**src/rtl/reg_mux_scan_pkg.sv**
```systemverilog
// Shared definitions for the registered N-channel mux with auto-scan:
// mode encodings and the index-width helpers used to size select/counter fields.
package reg_mux_scan_pkg;

   typedef enum logic {
      MODE_MANUAL = 1'b0,
      MODE_SCAN   = 1'b1
   } mode_e;

   function automatic int clog2(input int n);
      int r;
      r = 0;
      while ((1 << r) < n) r++;
      return r;
   endfunction

   // Index fields are never narrower than one bit, even for a single entry.
   function automatic int idx_width(input int n);
      return (clog2(n) < 1) ? 1 : clog2(n);
   endfunction

endpackage

```
**src/rtl/reg_mux_scan_scan_counter.sv**
```systemverilog
// Scan pointer and dwell counter: dwells DWELL enabled cycles per channel and
// pulses wrap for one cycle when the pointer returns from the last channel to 0.
module reg_mux_scan_scan_counter
   import reg_mux_scan_pkg::*;
#(
   parameter int CHANNELS = 2,
   parameter int DWELL    = 1
)(
   input  logic                           clk,
   input  logic                           clrn,
   input  logic                           en,
   input  logic                           run,
   output logic [idx_width(CHANNELS)-1:0] ptr,
   output logic                           wrap
);

   localparam int SELW = idx_width(CHANNELS);
   localparam int DCW  = idx_width(DWELL);
   localparam logic [SELW-1:0] LAST_CH = SELW'(CHANNELS - 1);
   localparam logic [DCW-1:0]  LAST_DW = DCW'(DWELL - 1);

   logic [DCW-1:0] dcnt;

   // NOTE: registers are written with non-blocking assignments so every flop
   // samples the pre-edge values, independent of statement order.
   always_ff @(posedge clk or negedge clrn) begin
      if (!clrn) begin
         ptr  <= '0;
         dcnt <= '0;
         wrap <= 1'b0;
      end else if (!en) begin
         wrap <= 1'b0;
      end else if (!run) begin
         // Leaving scan discards the dwell so the next scan starts fresh at 0.
         ptr  <= '0;
         dcnt <= '0;
         wrap <= 1'b0;
      end else if (dcnt != LAST_DW) begin
         dcnt <= dcnt + DCW'(1);
         wrap <= 1'b0;
      end else begin
         dcnt <= '0;
         if (ptr == LAST_CH) begin
            ptr  <= '0;
            wrap <= 1'b1;
         end else begin
            ptr  <= ptr + SELW'(1);
            wrap <= 1'b0;
         end
      end
   end

endmodule

```
**src/rtl/reg_mux_scan.sv**
```systemverilog
// Registered N-channel multiplexer with true/complement outputs, channel tag,
// and an auto-scan mode that steps through the channels at a fixed dwell.
module reg_mux_scan
   import reg_mux_scan_pkg::*;
#(
   parameter int WIDTH    = 1,
   parameter int CHANNELS = 2,
   parameter int DWELL    = 1
)(
   input  logic                           clk,
   input  logic                           clrn,
   input  logic                           en,
   input  logic                           mode,
   input  logic [idx_width(CHANNELS)-1:0] sel,
   input  logic [CHANNELS*WIDTH-1:0]      din,
   output logic [WIDTH-1:0]               dout,
   output logic [WIDTH-1:0]               dout_n,
   output logic [idx_width(CHANNELS)-1:0] ch,
   output logic                           valid,
   output logic                           wrap
);

   localparam int SELW = idx_width(CHANNELS);

   logic            run;
   logic [SELW-1:0] ptr;
   logic [SELW-1:0] idx;
   logic [WIDTH-1:0] sample;
   logic            hit;

   assign run = (mode_e'(mode) == MODE_SCAN);

   reg_mux_scan_scan_counter #(
      .CHANNELS (CHANNELS),
      .DWELL    (DWELL)
   ) u_scan (
      .clk  (clk),
      .clrn (clrn),
      .en   (en),
      .run  (run),
      .ptr  (ptr),
      .wrap (wrap)
   );

   // NOTE: every variable gets a default before the loop so no path leaves it
   // unassigned, which would otherwise infer a latch.
   always_comb begin
      idx    = run ? ptr : sel;
      sample = '0;
      hit    = 1'b0;
      for (int k = 0; k < CHANNELS; k++) begin
         if (idx == SELW'(k)) begin
            sample = din[k*WIDTH +: WIDTH];
            hit    = 1'b1;
         end
      end
   end

   // An out-of-range manual select keeps the last good sample and drops valid.
   always_ff @(posedge clk or negedge clrn) begin
      if (!clrn) begin
         dout   <= '0;
         dout_n <= '1;
         ch     <= '0;
         valid  <= 1'b0;
      end else begin
         valid <= 1'b0;
         if (en && hit) begin
            dout   <= sample;
            dout_n <= ~sample;
            ch     <= idx;
            valid  <= 1'b1;
         end
      end
   end

endmodule

```
**config.mk**
```make
export PLATFORM = sky130hd
export DESIGN_NAME = reg_mux_scan
export DESIGN_NICKNAME = d
export VERILOG_FILES = /design/src/rtl/reg_mux_scan_pkg.sv /design/src/rtl/reg_mux_scan_scan_counter.sv /design/src/rtl/reg_mux_scan.sv
export SDC_FILE = /design/constraint.sdc
export NUM_CORES = 1
export LEC_CHECK = 0
export BUFFER_PORTS_ARGS = -buffer_cell sky130_fd_sc_hd__buf_4
export CAP_MARGIN = 20
export CORE_AREA = 2 2 39 41
export DETAILED_ROUTE_END_ITERATION = 10
export DIE_AREA = 0 0 41 43
export HOLD_SLACK_MARGIN = 0.02
export PLACE_DENSITY_LB_ADDON = 0.08
export SETUP_SLACK_MARGIN = 0.2
export SLEW_MARGIN = 0
export SYNTH_ARGS = -nofsm -noshare
export SYNTH_HDL_FRONTEND = slang
export SYNTH_HIERARCHICAL = 1
export SYNTH_SLANG_ARGS = --single-unit
```
**constraint.sdc**
```tcl
create_clock -name clk -period 1.6 [get_ports clk]
set_input_delay 0.08 -clock clk [delete_from_list [all_inputs] [get_ports clk]]
set_output_delay 0.08 -clock clk [all_outputs]
set_load 0.05 [all_outputs]
```
==> flow_metrics.tcl <==
set metrics [dict create \
    synth_cell_type_count 8 \
    die_h_microns 43 \
    setup_tns_ps 0 \
    whs_path_depth 3 \
    cellLeakagePower_uw 0.000187 \
    worstReg2RegEnd "dout_n" \
    postSynthCellCount 16 \
    placed_cells 43 \
    combPwrFrac_pct 24.5 \
    clk_latency_ps 240 \
    layoutNonFillerInstCount 49 \
    gp_congestion 0.637 \
    initial_utilization_pct 16.3 \
    synth.area.top_cells "dfrtp_1 (56%), mux2i_1 (13%), dfstp_2 (12%), mux2_4 (6.7%), a21oi_1 (4.4%)" \
    cts_buffers 3 \
    ant_nets 0 \
    vias 172 \
    clkPwrFrac_pct 34.5 \
    maxSlewHeadroom_pct 83.3 \
    fin_crit_sh_pct 69.9 \
    routed_wl_microns 436 \
    syn_area_sq_um 225 \
    final_layout_size_suffix_gt1_share_pct 51.5 \
    slew_viol_final 0 \
    diodes 0 \
    final_nets 41 \
    finalClockSkew_ps 5.63 \
    cts_hold_buffers 2 \
    synth_edf_count 0 \
    reg2reg_from "u_scan/ptr" \
    fin_util_pct 27.0 \
    grt_pass1_wl_microns 731 \
    postCtsResizedCells 0 \
    rsz0062_at_grt "false" \
    min_period_ps 1120 \
    fmax_ghz 0.894 \
    yosysWarningCount 6 \
    crit_arrival_ps 1300 \
    io_pins 12 \
    outcome "complete, no violations" \
    io_buffers 11 \
    cts_tree "done" \
    post_cts_buffers 0 \
    antenna_found_initial 0 \
    die_x_microns 41 \
    wl_per_cell_microns 8.90 \
    grt.total_usage_pct 7.06 \
    synth_flop_cell "dfrtp_1" \
    firstDrtPassIters 2 \
    grt-ovfl-total 0 \
    p_switching_uw 128 \
    start_kind "flip-flop" \
    synthArstFlopShare_pct 100 \
    rows 14 \
    clk_pin_slew_worst_paths_ps 50 \
    hold_violations 0 \
    r2r_setup_slack_ps 480 \
    yosysTopAreaCellShare_pct 55.6 \
    ir_worst_vdd_v 0.000327 \
    htree_levels 1 \
    p_int_uw 306 \
    synth_common_cells "dfrtp_1 (5), mux2i_1 (3), a21oi_1 (2), nor2_1 (2)" \
    worst_pin_slew_ps 244 \
    switching_share_pct 29.5 \
    hp-start "mode" \
    ctsLongestPathBuffers 2 \
    drt_iter0_drc 3 \
    worst_hold_slack_ps 94.7 \
    synth_seq_cells 6 \
    yosys.area.top_type "dfrtp_1" \
    first_global_vias 161 \
    syn_avg_cell_area_sq_um 14.1 \
    area_growth_pct 66.1 \
    core_sq_um 1380 \
    maxCapViolCount 0 \
    setup_violations 0 \
    yosysMostFrequentCell "dfrtp_1" \
    critical_path_class "reg -> reg" \
    clock-sinks 6 \
    ys_seq_area_share_pct 67.2 \
    cts_root_buf "clkbuf_4" \
    path_max_fanout 3 \
    pwr_density_cell_nw_per_um2 1160 \
    postSynthNetCount 23 \
    fp.dieArea_sq_um 1760 \
    power_frac_seq_pct 40.9 \
    holdPathEnd "u_scan/ptr" \
    worstRegToRegCells 3 \
    viasPerCell 3.51 \
    grt_max_degree 10 \
    min_path_type "in -> reg" \
    drcViolationCount 0 \
    cp.required_ps 1790 \
    end_kind "flip-flop" \
]
-- cell usage in the layout, fill, tap and decap left out --
master         count
dlygate4sd3_1      2
mux2i_1            3
buf_4             11
and3_2             1
mux2_4             1
nor2_1             2
clkbuf_4           3
nand2_1            1
dfrtp_1            5
a21oi_1            2
dfstp_2            1
clkbuf_1           1
-- layout make-up --
type                    count  area [sq um]
multi-input cells          10          73.8
repair buffers             13           103
flip-flops and latches      6           151
fillers                   157          1010
clock buffers               4          26.3
well taps                  16          20.0
-- power by group through the flow --
stage,clock (uW),sequential (uW),combinational [uW]
floorplan,0,224,19.8
finish,150,178,107
global placement,0,180,104
CTS,160,178,108
detailed placement,0,181,104
global route,172,180,113
-- through the flow --
stage               setup slack [ps]  cell area [sq um]  total power, uW
floorplan                        576                225              244
global placement                 479                328              284
detailed placement               472                328              285
CTS                              452                374              447
global route                     373                374              465
finish                           481                374              434
-- routing by layer --
layer	GRT usage [%]	share of wire, %	up-vias
met2	7.50	48	8
li1	-	-	89
met4	4.00	0	0
met3	7.85	11	0
met1	8.17	40	75
met5	0	0	-
-- state kept, by name (all words and copies together) (netlist names) --
register,flops
ch,1
u_scan/ptr,1
valid,1
dout,1
u_scan/wrap,1
dout_n,1
-- how the worst max path moves through the flow --
stage / startpoint / to / slack [ps] / depth (start not counted)
finish: u_scan/ptr / dout_n / 480 / 3
global route: u_scan/ptr / dout_n / 370 / 3
CTS: u_scan/ptr / dout_n / 450 / 3
detailed placement: u_scan/ptr / dout_n / 470 / 3
global placement: u_scan/ptr / dout_n / 480 / 3
floorplan: u_scan/ptr / dout_n / 580 / 3
-- logic make-up after synthesis --
group | after synthesis | share of synthesized area [%]
flops | 6 | 67.2
compound gates | 2 | 4.44
simple gates | 4 | 8.33
mux | 4 | 20.0
-- worst max-delay path, stage by stage, from the launching register on --
cell and delay [ps]:
dfrtp_1 390, mux2i_1 240, mux2i_1 260, mux2_4 170
Note: power is estimated with default switching activity, not from simulation.
